`config.mk`:
```
export PLATFORM = sky130hd
export DESIGN_NAME = counter_5b_flat
export DESIGN_NICKNAME = d
export VERILOG_FILES = /design/src/rtl/counter_pkg.sv /design/src/rtl/counter_5b_if.sv /design/src/rtl/reset_release_sync.sv /design/src/rtl/counter_5b.sv /design/src/flat_wrapper.sv
export SDC_FILE = /design/constraint.sdc
export NUM_CORES = 1
export LEC_CHECK = 0
export CORE_AREA = 2 2 39 41
export CTS_CLUSTER_SIZE = 16
export DETAILED_ROUTE_END_ITERATION = 16
export DIE_AREA = 0 0 41 43
export PLACE_DENSITY = 0.41
export SLEW_MARGIN = 40
export SYNTH_ARGS = -nofsm -noshare
export SYNTH_HDL_FRONTEND = slang
export SYNTH_SLANG_ARGS = --single-unit
```
`constraint.sdc`:
```
create_clock -name clk -period 2.8 [get_ports clk]
set_input_delay 0.28 -clock clk [delete_from_list [all_inputs] [get_ports clk]]
set_output_delay 0.28 -clock clk [all_outputs]
set_load 0.03 [all_outputs]
```
`src/rtl/counter_pkg.sv`:
```
// rtl/counter_pkg.sv - shared defaults and types for the free-running cycle counter
package counter_pkg;

    localparam int CNT_WIDTH_DEF   = 5;
    localparam int SYNC_STAGES_DEF = 2;

    typedef logic [CNT_WIDTH_DEF-1:0] cnt_t;

endpackage

```
`src/rtl/counter_5b_if.sv`:
```
// rtl/counter_5b_if.sv - count output bundle; the counter drives it, consumers observe it
interface counter_5b_if
    import counter_pkg::*;
#(
    parameter int WIDTH = CNT_WIDTH_DEF
) ();

    logic [WIDTH-1:0] ocnt;

    modport master (output ocnt);
    modport slave  (input  ocnt);

endinterface

```
`src/rtl/reset_release_sync.sv`:
```
// rtl/reset_release_sync.sv - async-assert, sync-release reset synchroniser producing a run enable
module reset_release_sync
    import counter_pkg::*;
#(
    parameter int SYNC_STAGES = SYNC_STAGES_DEF
) (
    input  logic clk,
    input  logic rst_n,
    output logic run_en
);

    if (SYNC_STAGES < 2) begin : g_bad_stages
        $error("reset_release_sync: SYNC_STAGES must be at least 2");
    end

    logic [SYNC_STAGES-1:0] sync_q;
    logic [SYNC_STAGES-1:0] sync_d;

    // Every stage reads "in reset" (1); a 0 is shifted in from the bottom on release.
    always_comb begin
        sync_d = {sync_q[SYNC_STAGES-2:0], 1'b0};
    end

    always_ff @(posedge clk or posedge rst_n) begin
        if (rst_n) begin
            sync_q <= '1;
        end else begin
            sync_q <= sync_d;
        end
    end

    assign run_en = ~sync_q[SYNC_STAGES-1];

endmodule

```
`src/rtl/counter_5b.sv`:
```
// rtl/counter_5b.sv - free-running wrap counter with async clear and synchronised reset release
module counter_5b
    import counter_pkg::*;
#(
    parameter int WIDTH       = CNT_WIDTH_DEF,
    parameter int MAX_VAL     = 2**WIDTH - 1,
    parameter int SYNC_STAGES = SYNC_STAGES_DEF
) (
    input  logic               clk,
    input  logic               rst_n,
    counter_5b_if.master       cnt_if
);

    if (MAX_VAL < 1 || MAX_VAL > (2**WIDTH) - 1) begin : g_bad_max
        $error("counter_5b: MAX_VAL must lie in 1 .. 2**WIDTH-1");
    end

    localparam logic [WIDTH-1:0] MAX_CNT = MAX_VAL[WIDTH-1:0];

    logic             run_en;
    logic [WIDTH-1:0] ocnt_q;
    logic [WIDTH-1:0] ocnt_d;

    reset_release_sync #(
        .SYNC_STAGES (SYNC_STAGES)
    ) u_sync (
        .clk    (clk),
        .rst_n  (rst_n),
        .run_en (run_en)
    );

    always_comb begin
        ocnt_d = ocnt_q;
        if (run_en) begin
            ocnt_d = (ocnt_q < MAX_CNT) ? ocnt_q + WIDTH'(1) : '0;
        end
    end

    // rst_n is active-high despite its name: 1 clears the count without a clock.
    always_ff @(posedge clk or posedge rst_n) begin
        if (rst_n) begin
            ocnt_q <= '0;
        end else begin
            ocnt_q <= ocnt_d;
        end
    end

    assign cnt_if.ocnt = ocnt_q;

    a_cnt_in_range : assert property (@(posedge clk) ocnt_q <= MAX_CNT);
    a_cnt_zero_in_reset : assert property (@(posedge clk) rst_n |-> ocnt_q == '0);

endmodule

```
`src/flat_wrapper.sv`:
```
// flat-port wrapper written by rule: the top's interface ports become plain ports
module counter_5b_flat import counter_pkg::*;
#(
    parameter int WIDTH       = CNT_WIDTH_DEF,
    parameter int MAX_VAL     = 2**WIDTH - 1,
    parameter int SYNC_STAGES = SYNC_STAGES_DEF
)
  (clk, rst_n, cnt_if_ocnt);
  counter_5b_if #(.WIDTH(WIDTH)) cnt_if_i ();
  input  logic clk;
  input  logic rst_n;
  output wire logic [$bits(cnt_if_i.ocnt)-1:0] cnt_if_ocnt;
  assign cnt_if_ocnt = cnt_if_i.ocnt;
  counter_5b #(.WIDTH(WIDTH), .MAX_VAL(MAX_VAL), .SYNC_STAGES(SYNC_STAGES)) u_core (.clk(clk), .rst_n(rst_n), .cnt_if(cnt_if_i));
endmodule
```
Yosys cells after proc, flatten, opt, wreduce, memory -nomap -nowiden
Index checks and enable logic that the tools add are counted.
{"block": "classes", "n_mux": 1, "order_cmp": 1, "addsub": 1}
{"op": "$add A5 B1 Y5 const B", "count": 1}
{"op": "$lt A5 B5 Y1 const B", "count": 1}
{"op": "$mux W5", "count": 1}
{"block": "word_totals", "out_inout_bits": 5, "in_bits": 2, "elab_cells": 5, "register_bits": 7}

Logic depth before layout (Yosys ltp)
{"block": "logic_depth", "ltp_word": 2, "mapped_depth": 4, "mapped_depth_nobuf": 4}

Modules after synthesis
Synthesis repeated with hierarchy kept, for this count alone.
{"block": "unflattened", "hier_cells": 22, "hier_area_um2": 290.3}
{"module": "counter_5b", "seq_area_each_um2": 125.1, "cells_each": 17, "instances": 1, "area_each_um2": 226.5}
{"module": "reset_release_sync", "seq_area_each_um2": 52.6, "cells_each": 5, "instances": 1, "area_each_um2": 63.8}

Least setup slack after synthesis
OpenSTA, ideal clock, no wires.
{"block": "synth_timing", "path_type": "flip-flop to flip-flop", "startpoint": "register u_core.ocnt_q[0] (netlist: u_core.cnt_if.ocnt[0])", "endpoint": "register u_core.ocnt_q[4] (netlist: u_core.cnt_if.ocnt[4])", "synth_period_minus_slack_ps": 1307, "slack_ps": 1493, "stages_incl_launch_ff": 5, "arrival_ps": 1186, "path_buffers": 0, "required_time_ps": 2679, "setup_ps": 121, "path_cell_list": "dfrtp_1 ha_1 and3b_2 o21ai_1 a22o_1"}
{"block": "synth_via", "elab_chain_len": 2, "word_cells_on_any_way": 3, "cone_classes": "1 x add/sub; 1 x order compare; 1 x mux"}
{"item": "from (decl)", "line": "counter_5b.sv:21", "rtl": "logic [WIDTH-1:0] ocnt_q;"}
{"item": "from (signal assigned)", "line": "counter_5b.sv:44", "rtl": "ocnt_q <= ocnt_d;"}
{"item": "$add A5 B1 Y5 or $lt A5 B5 Y1 (tied branches)", "line": "counter_5b.sv:35", "rtl": "ocnt_d = (ocnt_q < MAX_CNT) ? ocnt_q + WIDTH'(1) : '0;"}
{"item": "$mux W5 (*)", "line": "counter_5b.sv:35"}
Mark *: on every way between the ends. The rest lies on a longest branch, timed or not.
A chain may end at the register's enable or synchronous reset.

Worst setup path after layout
{"block": "layout_timing", "startpoint": "register u_core.ocnt_q[3] (netlist: u_core.cnt_if.ocnt[3])", "endpoint": "output port cnt_if_ocnt[3]"}
{"item": "to (decl)", "line": "flat_wrapper.sv:12", "rtl": "output wire logic [$bits(cnt_if_i.ocnt)-1:0] cnt_if_ocnt;"}
No word-level cell between the ends.

==> flow_metrics.tcl <==
set metrics [dict create \
    outcome "finished, final reports clean" \
    drv_cap 0 \
    worstSetupPathType "reg -> out" \
    critical_path_buf_inv_count 1 \
    cp_top_family "buffers and inverters" \
    crit_path_end "cnt_if_ocnt[3]" \
    die_x_microns 41 \
    grt_pass1_vias 173 \
    cts_tree "done" \
    rows 14 \
    synthArstFlopShare_pct 100 \
    yosysUniqueCellTypes 15 \
    synth_area_leaders "dfrtp_1, dfstp_2, a311oi_2" \
    n_fill_cell 148 \
    reg2reg_setup_slack_ns 1.61 \
    ys_seq_elements 7 \
    period_share_pct 58.4 \
    synth_area_per_cell_sq_um 13.9 \
    ys.flop_type "dfrtp_1" \
    required_ns 2.52 \
    clock_sinks 7 \
    grt_max_degree 8 \
    wirelength_microns 425 \
    initial_core_util_pct 21.1 \
    p_comb_share_pct 45.5 \
    crit_fanout 5 \
    hold_viol 0 \
    hpwl_microns 338 \
    skew_ns 0.00116 \
    grt-ovfl-total 0 \
    first_iter_violations 2 \
    rr_worst_depth 3 \
    synth-edff-count 0 \
    arrival_ns 1.36 \
    clkPwrFrac_pct 17.9 \
    htree_levels 1 \
    regArea_sq_um 178 \
    fmax_ghz 0.611 \
    drive_gt1_share_pct 25.8 \
    worstPathCellList "clkdlybuf4s50_1" \
    fin_ws_ns 1.16 \
    wl_per_cell_microns 9.04 \
    antenna_found_initial 0 \
    yosys.area.top_type "dfrtp_1" \
    track_usage_pct 6.88 \
    start_kind "register" \
    synth_common_cells "dfrtp_1, dfstp_2, inv_1" \
    die_y_microns 43 \
    cts_resized 0 \
    rr_endpoint "u_core.cnt_if.ocnt[4]" \
    path_clk_slew_ns 0.05 \
    drv_slew 0 \
    synth.cell_area_sq_um 292 \
    worstSetupPathDepth 1 \
    swShare_pct 38.7 \
    drc 0 \
    boundaryPins 7 \
    core_sq_um 1380 \
    syn_inst 21 \
    synth_top_area_share_pct 42.9 \
    grt_pass1_wl_microns 710 \
    setup_viol 0 \
    cts_made_buffers 3 \
    synth_most_common_cell "dfrtp_1" \
    powerDensity_nw_per_um2 1250 \
    syn_nets 24 \
    leakagePower_nw 0.178 \
    post-place-ws_ns 1.42 \
    hold_path.class "in -> async" \
    rr_startpoint "u_core.cnt_if.ocnt[0]" \
    end_kind "output pin" \
    critPathLaunch "u_core.cnt_if.ocnt[3]" \
    cts_buffer_depth 2 \
    multiInputGateArea_sq_um 106 \
    cts_root_buf "clkbuf_4" \
    p_int_mw 0.304 \
    seq_area_frac_synth_pct 60.9 \
    antennaDiodeCount 0 \
    clock_latency_ns 0.25 \
    critPathSlowestCell "clkdlybuf4s50_1" \
    final_util_pct 28.8 \
    post_cts_buffers 0 \
    holdBufCountCts 0 \
    dpl.cell_count 43 \
    vdd_ir_drop_max_v 0.000426 \
    via_per_inst 4.06 \
    p_switching_mw 0.192 \
    synth.yosys.warnings 0 \
    dieArea_sq_um 1760 \
    drtPass1Iterations 2 \
    max_stage_delay_ns 0.69 \
    gp_congestion 0.660 \
    sequentialPowerShare_pct 36.5 \
    portBuffers 6 \
    final_cells 47 \
    num_vias 191 \
    final_nets 35 \
    rsz0062_at_grt "false" \
    area_growth_syn_to_layout_pct 36.5 \
    fin_tns_setup_ns 0 \
    min_period_ns 1.64 \
    ant_nets 0 \
]
[cell usage in the layout, fill, tap and decap left out]
master	netlist	layout
a22o_1	1	1
conb_1	1	1
clkbuf_1	0	1
ha_1	1	1
dfstp_2	2	2
clkdlybuf4s50_1	0	6
a21oi_1	1	1
a311oi_2	1	1
inv_1	2	2
and2b_1	1	1
xnor2_1	1	1
mux2_2	1	1
and4b_1	1	1
dfrtp_1	5	5
o21ai_1	1	1
clkbuf_4	0	3
and3b_2	1	1
xor2_1	1	1
[state kept, by name, summed over array words and instances, names as in the netlist]
name / flops
u_core.cnt_if.ocnt: 5
u_core.u_sync.sync_q: 2
[power groups by stage]
stage          clock network, mW  logic [mW]  registers (mW)
6_report                  0.0889       0.226           0.181
5_1_grt                    0.101       0.246           0.188
4_1_cts                   0.0951       0.229           0.182
3_3_place_gp                   0       0.228           0.179
3_5_place_dp                   0       0.228           0.184
2_1_floorplan                  0      0.0729           0.248
[per-stage QoR]
step / power [mW] / hold WS (ns) / area (sq um)
5_1_grt: 0.534 / 0.273 / 398
3_3_place_gp: 0.407 / 0.346 / 372
2_1_floorplan: 0.321 / 0.0819 / 292
4_1_cts: 0.506 / 0.258 / 398
6_report: 0.496 / 0.255 / 398
3_5_place_dp: 0.412 / 0.347 / 372
[cell families (layout without fill, tap and decap cells)]
kind of cell	count (synthesis)	count (layout)	share of synthesized area, %
buffers and inverters	2	12	2.58
and+or+nand+nor	3	3	9.44
xor gates and xnor gates	2	2	6.01
other	1	1	1.29
adders and majority gates	1	1	4.29
AOI/OAI and AO/OA	4	4	11.6
muxes	1	1	3.86
DFF	7	7	60.9
[per-layer routing]
metal / vias up / routed length [microns] / GRT usage, %
li1: 93 / - / -
met1: 89 / 192 / 8.25
met2: 7 / 179 / 6.88
met3: 2 / 39 / 4.71
met4: 0 / 14 / 8.00
met5: - / 0 / 0
[worst min-delay path by stage]
stage,from,end,slack [ns],cells past startpoint
3_5_place_dp,u_core.u_sync.sync_q[0],u_core.u_sync.sync_q[1],0.35,0
6_report,rst_n,u_core.cnt_if.ocnt[1],0.26,2
3_3_place_gp,u_core.u_sync.sync_q[0],u_core.u_sync.sync_q[1],0.35,0
4_1_cts,rst_n,u_core.cnt_if.ocnt[1],0.26,2
5_1_grt,rst_n,u_core.cnt_if.ocnt[4],0.27,2
2_1_floorplan,rst_n,u_core.cnt_if.ocnt[0],0.08,1
[area by class of cell]
cell class	count	area share, %
clock buffer	4	6.60
inverter	2	1.89
multi-input combinational	12	26.7
sequential	7	44.7
tap	16	5.03
timing repair buffer	6	15.1
Note: power is estimated with default switching activity, not from simulation.
